$ cat config.mk
export PLATFORM = sky130hd
export DESIGN_NAME = sb_rx_framer
export DESIGN_NICKNAME = d
export VERILOG_FILES = /design/src/rtl/sb_pkg.sv /design/src/rtl/sb_uart_rx.sv /design/src/rtl/sb_rx_framer.sv
export SDC_FILE = /design/constraint.sdc
export NUM_CORES = 1
export LEC_CHECK = 0
export BUFFER_PORTS_ARGS = -buffer_cell sky130_fd_sc_hd__buf_2
export CAP_MARGIN = 5
export CORE_MARGIN = 10
export CORE_UTILIZATION = 53
export DETAILED_ROUTE_END_ITERATION = 6
export GPL_TIMING_DRIVEN = 0
export PLACE_DENSITY_LB_ADDON = 0.12
export SLEW_MARGIN = 5
export SYNTH_ARGS = -nofsm -noshare
export SYNTH_HDL_FRONTEND = slang
export SYNTH_HIERARCHICAL = 1
export SYNTH_SLANG_ARGS = --single-unit
$ cat constraint.sdc
create_clock -name sb_clk -period 3.1 [get_ports sb_clk]
set_input_delay 0 -clock sb_clk [delete_from_list [all_inputs] [get_ports sb_clk]]
set_output_delay 0 -clock sb_clk [all_outputs]
set_load 0.03 [all_outputs]
$ cat src/rtl/sb_pkg.sv
// Shared constants, framer state encoding and CRC-16 helper for the sideband receive path.
package sb_pkg;

  localparam logic [7:0] DLE       = 8'hFE;
  localparam logic [7:0] STX_CMD   = 8'h05;
  localparam logic [7:0] STX_RSP   = 8'h04;
  localparam logic [7:0] ETX       = 8'h40;
  localparam logic [7:0] LSE_MASK  = 8'hF8;
  localparam logic [7:0] LSE_VALUE = 8'h80;

  localparam logic [15:0] CRC_POLY = 16'h8005;
  localparam logic [15:0] CRC_INIT = 16'hFFFF;

  typedef enum logic [2:0] {
    ST_IDLE,
    ST_DLE1,
    ST_LT_WAIT,
    ST_PAYLOAD,
    ST_PAY_DLE
  } framer_state_t;

  typedef enum logic [1:0] {
    U_IDLE,
    U_DATA,
    U_STOP
  } uart_state_t;

  // MSB-first, non-reflected CRC-16 update over one byte.
  function automatic logic [15:0] crc16_byte(input logic [15:0] crc, input logic [7:0] data);
    logic [15:0] c;
    c = crc ^ {data, 8'h00};
    for (int i = 0; i < 8; i++) begin
      c = c[15] ? ((c << 1) ^ CRC_POLY) : (c << 1);
    end
    return c;
  endfunction

endpackage

$ cat src/rtl/sb_uart_rx.sv
// Sideband UART byte receiver: start bit, 8 data bits LSB first, stop bit.
module sb_uart_rx
  import sb_pkg::*;
(
  input  logic       sb_clk,
  input  logic       rst,
  input  logic       enable,
  input  logic       sbrx,
  output logic [7:0] byte_data,
  output logic       byte_valid,
  output logic       frame_err
);

  uart_state_t state;
  logic [2:0]  bit_cnt;
  logic [7:0]  shift;

  always_ff @(posedge sb_clk or negedge rst) begin
    if (!rst) begin
      state      <= U_IDLE;
      bit_cnt    <= 3'd0;
      shift      <= 8'h00;
      byte_data  <= 8'h00;
      byte_valid <= 1'b0;
      frame_err  <= 1'b0;
    end else begin
      byte_valid <= 1'b0;
      frame_err  <= 1'b0;
      if (!enable) begin
        state <= U_IDLE;
      end else begin
        case (state)
          U_IDLE: begin
            if (!sbrx) begin
              state   <= U_DATA;
              bit_cnt <= 3'd0;
            end
          end
          U_DATA: begin
            shift   <= {sbrx, shift[7:1]};
            bit_cnt <= bit_cnt + 3'd1;
            if (bit_cnt == 3'd7) state <= U_STOP;
          end
          U_STOP: begin
            state <= U_IDLE;
            if (sbrx) begin
              byte_valid <= 1'b1;
              byte_data  <= shift;
            end else begin
              frame_err <= 1'b1;
            end
          end
          default: state <= U_IDLE;
        endcase
      end
    end
  end

endmodule

$ cat src/rtl/sb_rx_framer.sv
// Sideband RX framer: DLE/STX/ETX de-framing, destuffing, 2-byte CRC holdback, LT decode.
// Optional CRC comparison is enabled by defining SB_CRC_CHECK_EN.
module sb_rx_framer
  import sb_pkg::*;
#(
  parameter int MAX_PAYLOAD = 32
)
(
  input  logic       sb_clk,
  input  logic       rst,
  input  logic       sbrx,
  input  logic       enable,
  output logic [7:0] rx_data,
  output logic       rx_valid,
  output logic       rx_sop,
  output logic       rx_type,
  output logic       rx_done,
  output logic       rx_crc_ok,
  output logic [5:0] rx_len,
  output logic       lt_valid,
  output logic [7:0] lt_lse,
  output logic       rx_err
);

  localparam logic [5:0] MAX_LEN = 6'(MAX_PAYLOAD);

  logic [7:0] byte_data;
  logic       byte_valid;
  logic       frame_err;

  sb_uart_rx u_uart (
    .sb_clk     (sb_clk),
    .rst        (rst),
    .enable     (enable),
    .sbrx       (sbrx),
    .byte_data  (byte_data),
    .byte_valid (byte_valid),
    .frame_err  (frame_err)
  );

  framer_state_t state;
  logic [7:0]    hold0;
  logic [7:0]    hold1;
  logic [7:0]    lse_q;
  logic [1:0]    hold_cnt;
  logic [5:0]    count;
  logic          push_req;
  logic          overflow;
`ifdef SB_CRC_CHECK_EN
  logic [15:0]   crc;
`endif

  always_comb begin
    push_req = byte_valid &&
               ((state == ST_PAYLOAD && byte_data != DLE) ||
                (state == ST_PAY_DLE && byte_data == DLE));
    overflow = (hold_cnt == 2'd2) && (count == MAX_LEN);
  end

  always_ff @(posedge sb_clk or negedge rst) begin
    if (!rst) begin
      state     <= ST_IDLE;
      hold0     <= 8'h00;
      hold1     <= 8'h00;
      lse_q     <= 8'h00;
      hold_cnt  <= 2'd0;
      count     <= 6'd0;
`ifdef SB_CRC_CHECK_EN
      crc       <= CRC_INIT;
`endif
      rx_data   <= 8'h00;
      rx_valid  <= 1'b0;
      rx_sop    <= 1'b0;
      rx_type   <= 1'b0;
      rx_done   <= 1'b0;
      rx_crc_ok <= 1'b0;
      rx_len    <= 6'd0;
      lt_valid  <= 1'b0;
      lt_lse    <= 8'h00;
      rx_err    <= 1'b0;
    end else begin
      rx_valid <= 1'b0;
      rx_sop   <= 1'b0;
      rx_done  <= 1'b0;
      lt_valid <= 1'b0;
      rx_err   <= 1'b0;
      if (!enable) begin
        state <= ST_IDLE;
      end else if (frame_err) begin
        rx_err <= 1'b1;
        state  <= ST_IDLE;
      end else if (byte_valid) begin
        case (state)
          ST_IDLE: begin
            if (byte_data == DLE) state <= ST_DLE1;
          end
          ST_DLE1: begin
            if (byte_data == STX_CMD || byte_data == STX_RSP) begin
              state    <= ST_PAYLOAD;
              rx_type  <= (byte_data == STX_RSP);
              count    <= 6'd0;
              hold_cnt <= 2'd0;
`ifdef SB_CRC_CHECK_EN
              crc      <= crc16_byte(CRC_INIT, byte_data);
`endif
            end else if ((byte_data & LSE_MASK) == LSE_VALUE) begin
              lse_q <= byte_data;
              state <= ST_LT_WAIT;
            end else begin
              rx_err <= 1'b1;
              state  <= ST_IDLE;
            end
          end
          ST_LT_WAIT: begin
            if (byte_data == ~lse_q) begin
              lt_valid <= 1'b1;
              lt_lse   <= lse_q;
            end else begin
              rx_err <= 1'b1;
            end
            state <= ST_IDLE;
          end
          ST_PAYLOAD: begin
            if (byte_data == DLE) state <= ST_PAY_DLE;
          end
          ST_PAY_DLE: begin
            if (byte_data == DLE) begin
              state <= ST_PAYLOAD;
            end else if (byte_data == ETX) begin
              state <= ST_IDLE;
              if (hold_cnt == 2'd2) begin
                rx_done <= 1'b1;
                rx_len  <= count;
`ifdef SB_CRC_CHECK_EN
                rx_crc_ok <= ({hold1, hold0} == crc);
`else
                rx_crc_ok <= 1'b1;
`endif
              end else begin
                rx_err <= 1'b1;
              end
            end else begin
              rx_err <= 1'b1;
              state  <= ST_IDLE;
            end
          end
          default: state <= ST_IDLE;
        endcase

        // Holdback push; placed after the case so an overflow overrides the state chosen above.
        if (push_req) begin
          if (overflow) begin
            rx_err <= 1'b1;
            state  <= ST_IDLE;
          end else if (hold_cnt == 2'd2) begin
            rx_data  <= hold0;
            rx_valid <= 1'b1;
            rx_sop   <= (count == 6'd0);
            count    <= count + 6'd1;
            hold0    <= hold1;
            hold1    <= byte_data;
`ifdef SB_CRC_CHECK_EN
            crc      <= crc16_byte(crc, hold0);
`endif
          end else begin
            if (hold_cnt == 2'd0) hold0 <= byte_data;
            else                  hold1 <= byte_data;
            hold_cnt <= hold_cnt + 2'd1;
          end
        end
      end
    end
  end

endmodule

==> metrics.csv, run 1 <==
metric,value,unit
Clock transition at path regs,0.08,ns
post-layout minimum cycle time,2.28,ns
layout cells sized above 1,28.2,%
Starting Density,55.6,%
Die Y,105,um
setup_tns,0,ns
"most common cell after layout, fill and taps aside",dfrtp_1,
core box area,6910,um2
chip width,105,um
worst hold path type,input pin to async pin,
"top cells by area, synth","dfrtp_1 57%, mux2_2 10%, nand2_1 4.4%",
count of final hold-check violations,0,
"Data arrival, critical path",2.51,ns
Nets,375,
first-pass GRT wire length,12.3,mm
most frequent cells in the layout,"87 x dfrtp_1, 45 x nand2_1, 36 x buf_2, 34 x mux2_2, 16 x o21ai_0",
pre-CTS setup slack,0.831,ns
Post-Syn Area,3840,um2
Synth area leader,dfrtp_1,
Worst Setup SP,u_uart/frame_err$_DFF_PN0_,
final WL,7.08,mm
Worst Setup Start Kind,flop,
drt drc,0,
Hold WS,0.164,ns
Layout area overhead,13.7,%
CP max FO,7,
syn_nets,327,
via-per-instance ratio,5.27,
RSZ-0062 raised after global routing,false,
cells after synthesis,319,
post-synthesis sequential area ratio,56.7,%
Pre-antenna DRT Iters,4,
Routed Antenna Nets,0,
Setup CP Type,flop to flop,
top cell type's share of synthesized area,56.7,%
Iter 0 DRT Violations,96,
hold_buf cts,4,
worst-skew pair later-pin latency,0.35,ns
Main synth FF type,dfrtp_1,
Clock H-tree levels,3,
Power Total,2040,uW
setup bufs post-CTS,0,
routed wire length per instance,15.1,um
pwr dens,467,nW/um2
Slew headroom,57.6,%
Yosys cell types,50,
post-route cell area,4370,um2
Fin Clk Skew,0.00500,ns
Slew @ Worst Pin,0.634,ns
Num CTS Buffers,9,
Routability Congestion,0.838,
CTS tree,yes,
largest net degree at the start of global routing,55,
"Cell Area, Placed",4150,um2
vias in the first global route,2571,
Post-synth ARST share,100,%
syn avg cell area,12.0,um2
antenna violations before repair,0,
antenna fix cells,0,
WP data required,3.33,ns
final setup fails,0,
Total GRT Usage,13.3,%
"Slew Viols, Final",0,
Crit Reg-Reg Startpoint,u_uart/frame_err$_DFF_PN0_,
PostCTS Resize Cnt,0,
final period utilization,73.5,%
Overflow after GRT,0,
LEAKAGE,0.00218,uW
post-DP HPWL,4.99,mm
max cap viols,0,
root buffer cell,clkbuf_8,
Yosys reg bits,87,
Peak VDD IR,0.000335,V
CP Capture Type,flop,
port buffer count,32,
die area,11000,um2
IO Count,33,
Clock Sinks,87,
synth warn,6,
Rows,30,
via count,2465,
"EDFF count, synth",0,
Final WS setup,0.823,ns
CTS max path bufs,2,
Achievable Freq,439,MHz
status,"finished, final reports clean",
[critical path, stage by stage, from the launching register on]
cell	delay (ns)
dfrtp_1	0.37
nand2b_1	0.23
nor2_1	0.50
nand3_1	0.14
nor2_1	0.51
mux2_2	0.40
[worst paths after layout]
kind | to | slack, ns | cells past startpoint
setup / recovery | rx_len[0]$_DFFE_PN0P_ | 0.82 | 5
hold / removal | rx_data[1]$_DFFE_PN0P_ | 0.16 | 2
setup reg to reg | rx_len[0]$_DFFE_PN0P_ | 0.82 | 5
hold reg to reg | rx_crc_ok$_DFFE_PN0P_ | 0.46 | 1
max in group asynchronous | lt_lse[4]$_DFFE_PN0P_ | 2.33 | 3
min in group sb_clk | u_uart/shift[7]$_DFFE_PN0P_ | 0.44 | 3
[registers in the layout, indices dropped and copies added, names as in the netlist, named ones only]
name               count
lse_q                  8
u_uart/frame_err       1
rx_type                1
u_uart/byte_valid      1
rx_sop                 1
rx_valid               1
u_uart/shift           8
count                  6
state                  3
rx_done                1
rx_len                 6
lt_lse                 8
hold0                  8
hold_cnt               1
rx_err                 1
u_uart/state           2
u_uart/bit_cnt         3
hold1                  8
lt_valid               1
u_uart/byte_data       8
rx_data                8
rx_crc_ok              1
[area by class of cell]
| type | instances | area (um2) |
|---|---|---|
| clock buffers | 13 | 159 |
| repair buffers | 37 | 230 |
| flip-flops and latches | 87 | 2180 |
| multi-input cells | 212 | 1560 |
| inverters | 9 | 33.8 |
| well taps | 96 | 120 |
| fillers | 616 | 2540 |
| plain buffers | 11 | 66.3 |
| clock inverters | 3 | 17.5 |
[synth_stat cells (all sizes together), types with 2 or more instances]
| cell | instances |
|---|---|
| nor3 | 4 |
| mux2 | 42 |
| nor3b | 3 |
| xnor2 | 8 |
| ha | 4 |
| o31ai | 2 |
| or4 | 2 |
| o211ai | 4 |
| o2111ai | 3 |
| dfrtp | 87 |
| and3 | 2 |
| nor2b | 6 |
| buf | 9 |
| mux2i | 8 |
| a21oi | 7 |
| nand2b | 3 |
| inv | 9 |
| clkbuf | 2 |
| nand3b | 2 |
| nor4 | 5 |
| nand2 | 45 |
| nor2 | 8 |
| a22o | 4 |
| nand4 | 5 |
| or2 | 4 |
| and2 | 6 |
| o21ai | 17 |
| nand3 | 6 |
[layer usage]
layer | global-route usage [%] | routed length (um) | vias up
li1 | - | - | 1220
met1 | 16.7 | 3400 | 1178
met4 | 6.18 | 133 | 0
met3 | 3.32 | 366 | 11
met5 | 0 | 0 | -
met2 | 20.9 | 3180 | 56
[metrics by stage]
| step | utilization (%) | cells |
|---|---|---|
| 2_1_floorplan | - | 319 |
| 3_3_place_gp | 59.6 | 447 |
| 3_5_place_dp | 60.1 | 448 |
| 4_1_cts | 63.2 | 468 |
| 5_1_grt | 63.2 | 468 |
| 6_report | 63.2 | 468 |
[where the power goes]
part | total, uW | switching [uW] | leakage [uW] | internal, uW
combinational | 105 | 49.2 | 0.000900 | 55.8
clock | 710 | 376 | 0.0000894 | 333
sequential | 1220 | 36.0 | 0.00119 | 1190
[cell families after synthesis]
kind of cell / synth area share, %
mux: 15.2
simple gates: 14.6
buf+inv: 2.61
fa+ha+maj: 1.30
compound gates: 7.53
flops: 56.7
xor+xnor: 2.05
(Power assumes the default switching activity.)
==> inputs of run 2 (changes only) <==
==> constraint.sdc (replaced) <==
create_clock -name sb_clk -period 2.24 [get_ports sb_clk]
set_input_delay 0 -clock sb_clk [delete_from_list [all_inputs] [get_ports sb_clk]]
set_output_delay 0 -clock sb_clk [all_outputs]
set_load 0.03 [all_outputs]
==> run 2 against run 1 <==
- register-to-register slack worse by 0.69 ns
- wire length grew 0.85%
- global-route usage unchanged
- hold slack lost 0.00077 ns
==> metrics.csv, run 2 (synthesis gave the netlist of run 1 again) <==
metric,value,unit,change
Peak VDD IR,0.000464,V,was 0.000335 V
Die Y,105,um,unchanged
via count,2508,,was 2465
CTS max path bufs,2,,unchanged
Slew headroom,69.4,%,was 57.6%
largest net degree at the start of global routing,55,,unchanged
CP max FO,8,,was 7
Clock H-tree levels,3,,unchanged
post-layout minimum cycle time,2.11,ns,was 2.28 ns
"Cell Area, Placed",4150,um2,unchanged
crit path buf inv count,1,,was 0
Final WS setup,0.129,ns,was 0.823 ns
vias in the first global route,2583,,was 2571
Routability Congestion,0.838,,unchanged
CTS tree,yes,,unchanged
chip width,105,um,unchanged
IO Count,33,,unchanged
post-DP HPWL,4.99,mm,unchanged
status,"finished, final reports clean",,unchanged
final period utilization,94.3,%,was 73.5%
final setup fails,0,,unchanged
Logic pwr share,5.2,%,about the same
Iter 0 DRT Violations,127,,was 96
worst-skew pair later-pin latency,0.35,ns,about the same
worst hold path type,input pin to async pin,,unchanged
Slew @ Worst Pin,0.457,ns,was 0.634 ns
flop2flop setup slack,0.13,ns,was 0.82 ns
Starting Density,55.6,%,unchanged
NetSw,635,uW,was 462 uW
Total GRT Usage,13.3,%,unchanged
root buffer cell,clkbuf_8,,unchanged
final WL,7.14,mm,was 7.08 mm
Worst Setup Start Kind,flop,,unchanged
Clk pwr share,34.7,%,was 34.8%
"Slew Viols, Final",0,,unchanged
pre-CTS setup slack,-0.0288,ns,was 0.831 ns
Achievable Freq,474,MHz,was 439 MHz
count of final hold-check violations,0,,unchanged
Clock transition at path regs,0.08,ns,about the same
routed wire length per instance,15.1,um,about the same
"most common cell after layout, fill and taps aside",dfrtp_1,,unchanged
Sequential Power Share,60.1,%,was 60.0%
Num CTS Buffers,9,,unchanged
Nets,381,,was 375
sw frac,22.6,%,about the same
P_int,2180,uW,was 1580 uW
antenna violations before repair,0,,unchanged
CP Capture Type,flop,,unchanged
"Data arrival, critical path",2.35,ns,was 2.51 ns
Rows,30,,unchanged
LEAKAGE,0.00221,uW,was 0.00218 uW
antenna fix cells,0,,unchanged
WP data required,2.48,ns,was 3.33 ns
die area,11000,um2,unchanged
core box area,6910,um2,unchanged
Worst path top cell family by delay,simple AND/OR/NAND/NOR gates,,unchanged
layout cells sized above 1,32.5,%,was 28.2%
Crit Reg-Reg Startpoint,u_uart/byte_data[6]$_DFFE_PN0P_,,was u_uart/frame_err$_DFF_PN0_
crit path cell chain,nand4b_1 > nor3b_4 > o21ai_2 > or2_1 > buf_6 > mux2_2,,was nand2b_1 > nor2_1 > nand3_1 > nor2_1 > mux2_2
CP max stage delay,0.53,ns,was 0.51 ns
Hold WS,0.163,ns,was 0.164 ns
Routed Antenna Nets,0,,unchanged
drt drc,0,,unchanged
first-pass GRT wire length,12.3,mm,about the same
Layout area overhead,16.0,%,was 13.7%
Worst Setup SP,u_uart/byte_data[6]$_DFFE_PN0P_,,was u_uart/frame_err$_DFF_PN0_
reg2reg end,hold1[7]$_DFFE_PN0P_,,was rx_len[0]$_DFFE_PN0P_
via-per-instance ratio,5.29,,was 5.27
Clock Sinks,87,,unchanged
post-route cell area,4450,um2,was 4370 um2
Setup CP Type,flop to flop,,unchanged
max cap viols,0,,unchanged
most frequent cells in the layout,"83 x dfrtp_1, 44 x nand2_1, 34 x buf_2, 34 x mux2_2, 16 x o21ai_0",,"was 87 x dfrtp_1, 45 x nand2_1, 36 x buf_2, 34 x mux2_2, 16 x o21ai_0"
final core occ,64.5,%,was 63.2%
pwr dens,633,nW/um2,was 467 nW/um2
Fin Clk Skew,0.00893,ns,was 0.00500 ns
port buffer count,32,,unchanged
CP max-delay cell,dfrtp_1,,was nor2_1
worst reg2reg path depth,6,,was 5
Overflow after GRT,0,,unchanged
Pre-antenna DRT Iters,4,,unchanged
run 2: area by class of cell:
type	count	area [um2]
clock inverters	3	17.5
well taps	96	120
repair buffers	43	275
inverters	9	33.8
clock buffers	13	159
plain buffers	11	72.6
flip-flops and latches	87	2180
multi-input cells	212	1590
fillers	605	2450
run 2: timing repair:
item	CTS	global route
hold buffers	4	0
pin swaps	0	4
setup endpoints to repair	18	48
resized for setup	2	12
buffers inserted	0	6
hold endpoints to repair	90	0
gates cloned	0	0
run 2: through the flow:
stage / power (uW) / instances / setup TNS [ns]
2_1_floorplan: 1800 / 319 / 0
3_3_place_gp: 1850 / 447 / -0.0432
3_5_place_dp: 1870 / 448 / -0.334
4_1_cts: 2860 / 468 / 0
5_1_grt: 2960 / 474 / -0.0325
6_report: 2820 / 474 / 0
run 2: power by group through the flow:
stage | Combinational, uW | Sequential, uW | Clock (uW)
2_1_floorplan | 87.6 | 1710 | 0
3_3_place_gp | 131 | 1720 | 0
3_5_place_dp | 144 | 1730 | 0
4_1_cts | 149 | 1690 | 1020
5_1_grt | 167 | 1710 | 1090
6_report | 146 | 1690 | 978
run 2: how the worst max path moves through the flow:
stage                                        to  cells past startpoint
after global routing       hold1[3]$_DFFE_PN0P_                      7
after global placement     hold1[1]$_DFFE_PN0P_                      8
after detailed placement  rx_len[0]$_DFFE_PN0P_                      5
after CTS                 lt_lse[5]$_DFFE_PN0P_                      5
final                      hold1[7]$_DFFE_PN0P_                      6
after floorplan           lt_lse[0]$_DFFE_PN0P_                      6
run 2: worst register-to-register path, delay by kind of cell, from the launching register on:
family                 cells  cell delay, ns
and+or+nand+nor            3            0.93
DFF                        1            0.53
muxes                      1            0.27
buffers and inverters      1            0.14
AOI/OAI and AO/OA          1            0.13
run 2: routing by layer:
metal  GRT usage, %  up-vias  part of all wire (%)
met5              0        -                     0
met3           3.32       17                   4.8
li1               -     1240                     -
met4           6.18        0                   2.3
met1           16.6     1196                    47
met2           21.0       55                    45
==> inputs of run 3 (changes only) <==
--- a/config.mk
+++ b/config.mk
@@ -8,7 +8,7 @@
 export BUFFER_PORTS_ARGS = -buffer_cell sky130_fd_sc_hd__buf_2
 export CAP_MARGIN = 5
 export CORE_MARGIN = 10
-export CORE_UTILIZATION = 53
+export CORE_UTILIZATION = 40
 export DETAILED_ROUTE_END_ITERATION = 6
 export GPL_TIMING_DRIVEN = 0
 export PLACE_DENSITY_LB_ADDON = 0.12
==> run 3 against run 2 <==
- core utilization down 16 points
- sequential power barely moved
- register-to-register slack worse by 0.04 ns
- combinational power hardly changed
- clock-buffer cell count decreased by 2
- critical endpoint is now hold1[5]$_DFFE_PN0P_
- largest cell class unchanged
- largest power group unchanged
==> metrics.csv, run 3 (synthesis gave the netlist of run 1 again) <==
metric,value,unit,change
root buffer cell,clkbuf_8,,unchanged
Die Y,118,um,was 105 um
worst-skew pair later-pin latency,0.35,ns,about the same
antenna fix cells,0,,unchanged
Layout area overhead,18.3,%,was 16.0%
Num CTS Buffers,9,,unchanged
via-per-instance ratio,4.90,,was 5.29
Peak VDD IR,0.000523,V,was 0.000464 V
Nets,380,,was 381
Achievable Freq,465,MHz,was 474 MHz
CP Capture Type,flop,,unchanged
Routed Antenna Nets,0,,unchanged
via count,2478,,was 2508
Pre-antenna DRT Iters,4,,unchanged
Setup CP Type,flop to flop,,unchanged
pwr dens,671,nW/um2,was 633 nW/um2
CP max FO,8,,unchanged
CP max-delay cell,dfrtp_2,,was dfrtp_1
CTS max path bufs,2,,unchanged
Clock transition at path regs,0.09,ns,was 0.08 ns
CTS tree,yes,,unchanged
LEAKAGE,0.00223,uW,was 0.00221 uW
CP max stage delay,0.48,ns,was 0.53 ns
count of final hold-check violations,0,,unchanged
Worst Setup Start Kind,flop,,unchanged
final std cells w/o fill,506,,was 474
die area,13900,um2,was 11000 um2
Fin Clk Skew,0.00903,ns,was 0.00893 ns
core box area,9280,um2,was 6910 um2
Routability Congestion,0.781,,was 0.838
drt drc,0,,unchanged
Clock Sinks,87,,unchanged
post-layout minimum cycle time,2.15,ns,was 2.11 ns
most frequent cells in the layout,"82 x dfrtp_1, 44 x nand2_1, 34 x buf_2, 34 x mux2_2, 16 x o21ai_0",,"was 83 x dfrtp_1, 44 x nand2_1, 34 x buf_2, 34 x mux2_2, 16 x o21ai_0"
Slew headroom,56.9,%,was 69.4%
largest net degree at the start of global routing,59,,was 55
Rows,35,,was 30
reg2reg end,hold1[5]$_DFFE_PN0P_,,was hold1[7]$_DFFE_PN0P_
final setup fails,0,,unchanged
Crit Reg-Reg Startpoint,u_uart/byte_data[0]$_DFFE_PN0P_,,was u_uart/byte_data[6]$_DFFE_PN0P_
flop2flop setup slack,0.09,ns,was 0.13 ns
Slew @ Worst Pin,0.647,ns,was 0.457 ns
Clock H-tree levels,3,,unchanged
antenna violations before repair,0,,unchanged
routed wire length per instance,14.7,um,was 15.1 um
port buffer count,32,,unchanged
Worst Setup SP,u_uart/byte_data[0]$_DFFE_PN0P_,,was u_uart/byte_data[6]$_DFFE_PN0P_
final WL,7.45,mm,was 7.14 mm
Power Total,3050,uW,was 2820 uW
chip width,118,um,was 105 um
Overflow after GRT,0,,unchanged
IO Count,33,,unchanged
post-DP HPWL,5.14,mm,was 4.99 mm
status,"finished, final reports clean",,unchanged
"most common cell after layout, fill and taps aside",dfrtp_1,,unchanged
final period utilization,96.0,%,was 94.3%
"Data arrival, critical path",2.39,ns,was 2.35 ns
Fill cells,871,,was 605
first-pass GRT wire length,12.7,mm,was 12.3 mm
max cap viols,0,,unchanged
"Slew Viols, Final",0,,unchanged
Starting Density,41.3,%,was 55.6%
crit path cell chain,nand4b_1 > nor3b_4 > o21ai_2 > or2_1 > buf_6 > mux2_2,,unchanged
worst hold path type,input pin to async pin,,unchanged
placed cell count,481,,was 448
Total GRT Usage,11.0,%,was 13.3%
worst reg2reg path depth,6,,unchanged
end point of the critical path,hold1[5]$_DFFE_PN0P_,,was hold1[7]$_DFFE_PN0P_
Iter 0 DRT Violations,85,,was 127
layout cells sized above 1,32.9,%,was 32.5%
vias in the first global route,2473,,was 2583
WP data required,2.48,ns,about the same
run 3: through the flow:
stage	cell area, um2	TNS [ns]	setup slack [ns]	hold slack, ns	util, %
after detailed placement	4190	-0.402	-0.0338	-0.0417	45.1
after CTS	4480	0	0.00157	0.110	48.2
after global routing	4540	-0.00192	-0.000992	0.123	48.9
after floorplan	3840	0	0.296	-0.296	-
final	4540	0	0.0896	0.115	48.9
after global placement	4160	-0.947	-0.0821	0.206	44.8
run 3: layout make-up:
class	count	area (um2)	share of cell area (%)
repair buffers	42	268	5.90
well taps	129	161	3.56
inverters	9	33.8	0.744
plain buffers	11	71.3	1.57
clock inverters	5	81.3	1.79
multi-input cells	212	1600	35.2
flip-flops and latches	87	2180	48.1
clock buffers	11	141	3.11
run 3: worst min path at each step:
stage | from | endpoint | slack (ns)
final | rst | rx_data[2]$_DFFE_PN0P_ | 0.12
after global routing | rst | rx_data[2]$_DFFE_PN0P_ | 0.12
after CTS | rst | rx_data[2]$_DFFE_PN0P_ | 0.11
after detailed placement | rst | rx_data[2]$_DFFE_PN0P_ | -0.04
after global placement | sbrx | u_uart/frame_err$_DFF_PN0_ | 0.21
after floorplan | rst | async pin | -0.30
run 3: where the power goes:
| part | switching, uW | internal [uW] | leakage, uW | total, uW |
|---|---|---|---|---|
| Sequential | 51.3 | 1640 | 0.00118 | 1690 |
| Clock | 549 | 659 | 0.000110 | 1210 |
| Combinational | 67.4 | 78.0 | 0.000936 | 145 |
run 3: routing by layer:
metal  global-route usage (%)  vias to the layer above  wire length [um]
li1                         -                     1234                 -
met1                     14.3                     1185              3630
met2                     16.4                       53              3330
met3                     4.36                        6               412
met4                     3.32                        0                70
met5                        0                        -                 0
run 3: repair_timing:
action | 4_1_cts | 5_1_grt
endpoints found under the setup margin | 32 | 43
hold buffers | 4 | 0
endpoints found under the hold margin | 90 | 0
buffers inserted | 1 | 4
resized for setup | 3 | 13
pin swaps | 1 | 4
run 3: critical path: cells and delay by family, from the launching register on:
kind                   cells  cell delay (ns)
AOI/OAI and AO/OA          1             0.13
and+or+nand+nor            3             1.01
muxes                      1             0.27
buffers and inverters      1             0.14
DFF                        1             0.48
